**src/rtl/pc_fetch_unit.sv**
```systemverilog
// Program counter and next-address stage for the single-cycle MIPS core.
// Chooses the next PC, checks it against the instruction memory, and tracks run state.
module pc_fetch_unit #(
    parameter logic [31:0] RESET_PC   = 32'h0000_0000,
    parameter int unsigned IMEM_WORDS = 100,
    parameter int unsigned CNT_W      = 32
) (
    input  logic             clk,
    input  logic             rst,
    input  logic             stall,
    input  logic             branch_taken,
    input  logic [31:0]      branch_offset,
    input  logic             jump,
    input  logic [25:0]      jump_index,
    input  logic             jump_reg,
    input  logic [31:0]      rs_value,
    input  logic             halt_req,
    output logic [31:0]      pc,
    output logic [31:0]      pc_plus4,
    output logic             fetch_valid,
    output logic [1:0]       state,
    output logic [1:0]       fault_cause,
    output logic [CNT_W-1:0] fetch_count
);

    typedef enum logic [1:0] {
        BOOT  = 2'b00,
        RUN   = 2'b01,
        HALT  = 2'b10,
        FAULT = 2'b11
    } run_state_t;

    localparam logic [1:0]  CAUSE_NONE      = 2'b00;
    localparam logic [1:0]  CAUSE_MISALIGN  = 2'b01;
    localparam logic [1:0]  CAUSE_RANGE     = 2'b10;
    localparam logic [32:0] IMEM_BYTES      = 33'(IMEM_WORDS) * 33'd4;

    run_state_t  state_q;
    logic [31:0] cand;
    logic [1:0]  cand_cause;
    logic [1:0]  boot_cause;

    // Misalignment outranks out-of-range when both apply.
    function automatic logic [1:0] target_fault(input logic [31:0] addr);
        if (addr[1:0] != 2'b00)
            return CAUSE_MISALIGN;
        else if ({1'b0, addr} >= IMEM_BYTES)
            return CAUSE_RANGE;
        else
            return CAUSE_NONE;
    endfunction

    assign pc_plus4    = pc + 32'd4;
    assign fetch_valid = (state_q == RUN);
    assign state       = state_q;

    always_comb begin
        cand = pc_plus4;
        if (jump_reg)
            cand = rs_value;
        else if (jump)
            cand = {pc_plus4[31:28], jump_index, 2'b00};
        else if (branch_taken)
            cand = pc_plus4 + (branch_offset << 2);
    end

    assign cand_cause = target_fault(cand);
    assign boot_cause = target_fault(RESET_PC);

    always_ff @(posedge clk or posedge rst) begin
        if (rst) begin
            state_q     <= BOOT;
            pc          <= RESET_PC;
            fault_cause <= CAUSE_NONE;
            fetch_count <= '0;
        end else begin
            case (state_q)
                BOOT: begin
                    if (boot_cause == CAUSE_NONE) begin
                        state_q <= RUN;
                    end else begin
                        state_q     <= FAULT;
                        fault_cause <= boot_cause;
                    end
                end
                RUN: begin
                    if (halt_req) begin
                        state_q <= HALT;
                    end else if (!stall) begin
                        if (cand_cause == CAUSE_NONE) begin
                            pc <= cand;
                            if (fetch_count != '1)
                                fetch_count <= fetch_count + CNT_W'(1);
                        end else begin
                            state_q     <= FAULT;
                            fault_cause <= cand_cause;
                        end
                    end
                end
                default: ;
            endcase
        end
    end

endmodule

```
**config.mk**
```make
export PLATFORM = sky130hd
export DESIGN_NAME = pc_fetch_unit
export DESIGN_NICKNAME = d
export VERILOG_FILES = /design/src/rtl/pc_fetch_unit.sv
export SDC_FILE = /design/constraint.sdc
export NUM_CORES = 1
export LEC_CHECK = 0
export CAP_MARGIN = 20
export CELL_PAD_IN_SITES_DETAIL_PLACEMENT = 1
export CELL_PAD_IN_SITES_GLOBAL_PLACEMENT = 1
export CORE_ASPECT_RATIO = 1.2
export CORE_UTILIZATION = 35
export CTS_CLUSTER_SIZE = 24
export DETAILED_ROUTE_END_ITERATION = 8
export PLACE_DENSITY_LB_ADDON = 0.1
export SLEW_MARGIN = 20
export SYNTH_ARGS = -nofsm -noshare
export SYNTH_HDL_FRONTEND = slang
export SYNTH_SLANG_ARGS = --single-unit
```
**constraint.sdc**
```tcl
create_clock -name clk -period 5.4 [get_ports clk]
set_clock_uncertainty 0.05 [all_clocks]
set_input_delay 0.54 -clock clk [delete_from_list [all_inputs] [get_ports clk]]
set_output_delay 0.54 -clock clk [all_outputs]
set_load 0.02 [all_outputs]
```
==> results.py <==
metrics = {
    "yosys": {
        "synth_common_cells": "nand2_1, dfrtp_1, nor2_1",
        "syn-num-nets": 949,
        "synth_top_area_share_pct": 26.32,
        "synth.most_common_cell": "nand2_1",
        "synth.distinct_cells": 76,
        "ys_ff_latch": 68,
        "synth_area_leader_cell": "dfrtp_1",
        "synth-async-reset-ratio_pct": 100.0,
        "synth_ff_type": "dfrtp_1",
        "yosysWarningCount": 0,
        "syn_area_per_cell_um2": 7.886,
        "syn-cell-area_mm2": 0.006466,
        "synth_edf_count": 0,
        "syn_inst": 820,
        "seq_area_frac_synth_pct": 26.32,
        "yosys-top-cells-area": "dfrtp_1, ha_1, xnor2_1",
    },
    "outcome": {
        "status": "completed",
    },
    "placement": {
        "port_buffers": 195,
        "hpwl_mm": 22.91,
        "gp_congestion": 0.9348,
        "post-place-ws_ns": 0.03915,
    },
    "timing": {
        "hold_viol_final": 0,
        "setup_violations": 0,
        "slew_viol_final": 0,
        "relSlewSlack_pct": 43.02,
        "fin_crit_sh_pct": 97.05,
        "layout_setup_ws_ns": 0.1594,
        "period_minus_slack_ns": 5.241,
        "fmax_mhz": 190.8,
        "tightest_slew_ns": 0.8546,
    },
    "global_routing": {
        "grt_first_pass_wirelength_mm": 42.04,
        "grt_max_degree": 69,
        "met3_usage_pct": 3.356,
        "overflow": 0,
        "top_usage_layer": "met2",
        "met1_usage_pct": 34.69,
        "antenna_found_initial": 0,
        "grt_use_met2_pct": 51.93,
        "grt_pass1_vias": 7668,
        "grt.total_usage_pct": 28.74,
    },
    "pwr": {
        "p_switching_mw": 0.3482,
        "power_frac_comb_pct": 21.6,
        "power_mw": 1.316,
        "clockPowerShare_pct": 39.5,
        "power.leakage_nw": 4.249,
        "internal_power_mw": 0.9676,
        "ir_drop_mv": 0.2164,
        "p_per_area_mw_per_mm2": 132.8,
        "seq_power_share_pct": 38.9,
        "p_sw_share_pct": 26.46,
    },
    "floorplan": {
        "die_w_um": 126.1,
        "io_pins": 198,
        "die-area_mm2": 0.01902,
        "die_height_um": 150.9,
        "core_mm2": 0.01811,
        "rows": 54,
        "initial_core_util_pct": 35.71,
    },
    "cells_and_area": {
        "finalNetCount": 1230,
        "drive_gt1_share_pct": 17.66,
        "area_growth_pct": 53.23,
        "regArea_mm2": 0.001703,
        "n_antenna_cell": 0,
        "multi_input_area_mm2": 0.004695,
        "final_core_util_pct": 54.72,
        "fillers": 2196,
    },
    "critical_path": {
        "slowest_delay_ns": 0.50,
        "crit_slowest_cell": "or4b_1",
        "crit_path_cell_trace": "buf_4, nand4_1, nor4_2, xor2_1, ha_4, a21o_1, a31oi_1, a211o_1, o21ba_2, o21ai_0, or4b_1, a221oi_2, nand4_1, buf_4, nor4_4, a21boi_2, mux2_2",
        "cp_max_fo": 8,
        "start_kind": "flip-flop",
        "arrival_ns": 5.40,
        "crit_buf_inv": 2,
        "critPathCaptureType": "flip-flop",
        "worstSetupPathType": "flip-flop to flip-flop",
        "critical-path-top-delay-family": "compound AO/OA/AOI/OAI gates",
        "cp.required_ns": 5.56,
    },
    "cts": {
        "cts_sinks": 68,
        "cts_made_buffers": 9,
        "cts_root_buffer": "clkbuf_16",
        "cts_tree": "built",
        "insertion_delay_ns": 0.33,
        "cts.clk_slew.worst_paths_ns": 0.05,
        "cts_hold_buffers": 0,
        "cts_htree_levels": 3,
        "ctsLongestPathBuffers": 2,
    },
    "routing": {
        "vias": 7546,
        "vias_per_cell": 5.682,
        "drc_errors": 0,
        "wl_per_cell_um": 20.97,
        "drt-total-wl_mm": 27.85,
        "first_iter_violations": 388,
        "drt_pass1_iterations": 7,
        "drtAntennaViolNets": 0,
    },
    "run": {
        "maxCapViolCount": 0,
    },
    "hold_path": {
        "worstHoldPathType": "flip-flop to flip-flop",
    },
}
-- through the flow --
| step | std cells | area, um^2 | hold slack [ns] | setup TNS [ns] |
|---|---|---|---|---|
| after floorplan | 820 | 6466 | 0.5391 | 0 |
| after global placement | 1309 | 9375 | 0.4319 | 0 |
| after detailed placement | 1309 | 9375 | 0.4350 | 0 |
| after CTS | 1323 | 9634 | 0.4470 | 0 |
| after global routing | 1328 | 9908 | 0.4692 | -0.01150 |
| final | 1328 | 9908 | 0.4451 | 0 |
-- final timing paths --
kind | depth (start not counted) | from | slack [ns] | end
setup / recovery | 17 | pc[6]$_DFFE_PP0P_ | 0.16 | fetch_count[1]$_DFFE_PP0P_
hold / removal | 1 | fetch_count[21]$_DFFE_PP0P_ | 0.45 | fetch_count[21]$_DFFE_PP0P_
setup reg to reg | 17 | pc[6]$_DFFE_PP0P_ | 0.16 | fetch_count[1]$_DFFE_PP0P_
hold reg to reg | 1 | fetch_count[21]$_DFFE_PP0P_ | 0.45 | fetch_count[21]$_DFFE_PP0P_
max in group asynchronous | 3 | rst | 3.97 | pc[18]$_DFFE_PP0P_
min in group asynchronous | 3 | rst | 0.73 | fetch_count[17]$_DFFE_PP0P_
-- cell type report --
| type | count | share of cell area (%) |
|---|---|---|
| Inverter | 24 | 0.9092 |
| Clock buffer | 12 | 2.488 |
| Tap cell | 224 | 2.829 |
| Sequential cell | 68 | 17.19 |
| Multi-Input combinational cell | 681 | 47.38 |
| Timing Repair Buffer | 317 | 29.08 |
| Clock inverter | 2 | 0.1263 |
-- metal layers --
layer / vias up / share of wire, % / wire [um]
met2: 201 / 50 / 14010
met3: 45 / 4.3 / 1201
met5: - / 0 / 0
met1: 3713 / 42 / 11710
li1: 3587 / - / -
met4: 0 / 3.3 / 929
-- cell usage in the layout (no fill, tap or decap), types with 6 or more instances in the layout --
cell,count
a211o_1,6
a211oi_1,7
a21o_1,11
a21oi_1,46
a221oi_1,6
a31oi_1,7
and2_1,7
and3_1,22
buf_4,119
clkbuf_16,9
clkdlybuf4s50_1,195
dfrtp_1,67
ha_1,23
ha_2,6
inv_1,23
mux2_2,7
mux2i_1,10
nand2_1,76
nand2b_1,10
nand3_1,43
nand4_1,29
nor2_1,67
nor2b_1,32
nor3_1,15
nor4_1,11
o211ai_1,7
o21a_1,9
o21ai_0,32
o21ai_1,8
o21bai_1,7
or4_1,7
xnor2_1,38
xor2_1,19
-- cell families (layout without fill, tap and decap cells) --
logic type | after synthesis | after routing | share of synthesized area, %
AOI/OAI and AO/OA | 209 | 209 | 22.08
adders and majority gates | 32 | 32 | 6.308
xor gates and xnor gates | 62 | 62 | 8.398
DFF | 68 | 68 | 26.32
and+or+nand+nor | 361 | 361 | 29.43
buffers and inverters | 71 | 355 | 4.702
muxes | 17 | 17 | 2.767
-- power by group through the flow --
stage | registers, mW | logic, mW | clock network, mW
2_1_floorplan | 0.521 | 0.125 | 0
3_3_place_gp | 0.520 | 0.270 | 0
3_5_place_dp | 0.520 | 0.273 | 0
4_1_cts | 0.512 | 0.275 | 0.530
5_1_grt | 0.511 | 0.305 | 0.552
6_report | 0.512 | 0.285 | 0.519
-- flip-flops by register name (all words and copies together) (netlist names) --
name / flops
fetch_count: 32
pc: 32
fault_cause: 2
state: 2
-- worst reg2reg max path, cell delays in order (launching register included) --
cell and delay [ns]:
dfrtp_1 0.37, buf_4 0.16, nand4_1 0.16, nor4_2 0.34, xor2_1 0.46, ha_4 0.25, a21o_1 0.21, a31oi_1 0.13
a211o_1 0.38, o21ba_2 0.27, o21ai_0 0.14, or4b_1 0.50, a221oi_2 0.30, nand4_1 0.22, buf_4 0.21, nor4_4 0.36
a21boi_2 0.26, mux2_2 0.35
-- repair_timing --
action,in CTS,in global routing
endpoints found under the setup margin,0,66
gates resized for setup,0,56
buffers inserted,0,4
No activity file was read; power rests on OpenSTA's default activity.
==> RTL edit: new RTL, same settings <==
Change the parameter `CNT_W` from 32 to 48.
--- a/src/rtl/pc_fetch_unit.sv
+++ b/src/rtl/pc_fetch_unit.sv
@@ -3,7 +3,7 @@
 module pc_fetch_unit #(
     parameter logic [31:0] RESET_PC   = 32'h0000_0000,
     parameter int unsigned IMEM_WORDS = 100,
-    parameter int unsigned CNT_W      = 32
+    parameter int unsigned CNT_W      = 48
 ) (
     input  logic             clk,
     input  logic             rst,
Ports: changed (resized fetch_count); port bits go from 198 to 214. The function was not compared with the original's and may differ.
==> RTL edit against the original RTL <==
- total power increased by 16%
- sequential cell count increased by 16
- setup slack improved by 0.15 ns
- fmax increased by 2.9%
- utilization decreased by 3.9 points
- routed wire length decreased by 6.6%
- cell area increased by 0.18%
- hold slack got worse by 0.021 ns
- synthesized area increased by 7.9%
==> RTL edit: results (changes against the original RTL) <==
P_leak=4.31 nW (+1.4%); gpl congestion=0.940 (+0.53%); pwr dens=154 nW/um^2 (+16%); Max transition margin=38.8% (-4.2 points); WHS=0.424 ns (-0.0209 ns); R2R cell count=18 (+1); 1st-pass router iterations=4 (-3); Crit Path Max Fanout=10 (+2); total track usage=25.4% (-3.3 points); switch share=24.6% (-1.8 points); Top Registers=fetch_count x48, pc x32; Clock transition at path regs=0.06 ns; Critical R2R Capture=fetch_count[47]; WP data arrival=5.25 ns (-0.15 ns); wire length per cell=20.0 um (-4.7%); Avg Cell Area, Syn=8.58 um^2 (+8.8%); Seq pwr share=41.3% (+2.4 points); Post-Place Cells=1,285 (-1.8%); R2R Setup Slk=0.31 ns (+0.15 ns); status=completed; vias per std cell=5.52 (-2.8%); largest net degree at the start of global routing=69 (unchanged); top cells by area, synth=dfrtp_1, xor2_1, ha_1; initial drt markers=395 (+1.8%); share of cells above drive strength 1=10.4% (-7.3 points); sequential area share after synthesis=30.1% (+3.8 points); PortBufs=211 (+8.2%); Post-DP Area=9530 um^2 (+1.6%); period utilisation layout=94.3% (-2.8 points); worst-case clock buffer depth=2 (unchanged); commonest cells in the netlist=dfrtp_1, nand2_1, nor2_1, a21oi_1, xor2_1; Synth cell types=85 (+12%); post-DP HPWL=20,800 um (-9.4%); first-pass GRT wire length=39,800 um (-5.4%); worst hold path class=input port to asynchronous set/reset pin; Via Count=7,187 (-4.8%); Worst Setup SP=pc[2]; Place WS=0.0631 ns (+0.0240 ns); fillcell total=2,274 (+3.6%); VDD IR-drop max=0.169 mV (-22%); Syn Nets=943 (-0.63%); Final nets=1,165 (-5.3%)
[RTL edit: cell types whose count changed after synthesis, moves of 7 or more]
cell     unedited run  this run
nand4_1            29        21
xor2_1             21        49
nor2_1             68        61
xnor2_1            41        34
nor4_2              1        16
dfrtp_1            68        84
nor3_1             16        24
[RTL edit: kinds of logic (layout without fill, tap and decap cells)]
family | after synthesis | count (layout) | share of synthesized area (%)
XOR/XNOR | 83 | 83 | 10.4
flip-flops | 84 | 84 | 30.1
multiplexers | 18 | 18 | 2.73
buffers and inverters | 63 | 290 | 3.89
AND/OR/NAND/NOR | 343 | 343 | 27.8
adder cells (fa/ha/maj) | 33 | 33 | 6.03
AO/OA/AOI/OAI | 189 | 189 | 19.0
[RTL edit: power by group through the flow]
stage | logic, mW | registers, mW | clock network (mW)
after floorplan | 0.126 | 0.643 | 0
after global placement | 0.251 | 0.642 | 0
after detailed placement | 0.250 | 0.642 | 0
after CTS | 0.252 | 0.631 | 0.659
after global routing | 0.273 | 0.630 | 0.679
final | 0.253 | 0.631 | 0.643
[RTL edit: area by class of cell]
cell class	count	area share, %
Tap cell	261	3.29
Inverter	27	1.03
Sequential cell	84	21.2
Clock inverter	4	0.555
Timing Repair Buffer	247	24.1
Multi-Input combinational cell	666	47.1
Clock buffer	12	2.68
[RTL edit: what timing repair did]
| item | in CTS | in global routing |
|---|---|---|
| gates resized for setup | 0 | 16 |
| setup buffers | 0 | 0 |
| setup endpoints to repair | 0 | 75 |
[RTL edit: worst min-delay path by stage]
stage                                from         endpoint  cells past startpoint
after floorplan           fetch_count[11]  fetch_count[11]                      1
after global placement    fetch_count[11]  fetch_count[11]                      1
after detailed placement  fetch_count[45]  fetch_count[45]                      1
after CTS                             rst   fetch_count[5]                      2
after global routing      fetch_count[13]  fetch_count[13]                      1
final                                 rst   fetch_count[5]                      2
[RTL edit: worst max-delay path: stages, from the launching register on]
cell and delay [ns]:
dfrtp_1 0.43, ha_1 0.26, nand4_1 0.21, or3_4 0.44, nor3_1 0.22, xor2_1 0.34
ha_1 0.33, a21oi_1 0.22, o21ai_1 0.15, nor2_1 0.14, a31oi_2 0.15, a31oi_1 0.25
mux2i_1 0.28, mux2_2 0.40, nor3b_1 0.28, and3b_1 0.23, buf_4 0.19, nand3_1 0.11
mux2_2 0.29
[RTL edit: layer usage]
layer	track usage [%]	vias up	routed length [um]	part of all wire, %
li1	-	3431	-	-
met1	30.9	3523	10800	41
met2	45.6	200	13200	51
met3	4.14	33	1610	6.2
met4	7.06	0	471	1.8
met5	0	-	0	0
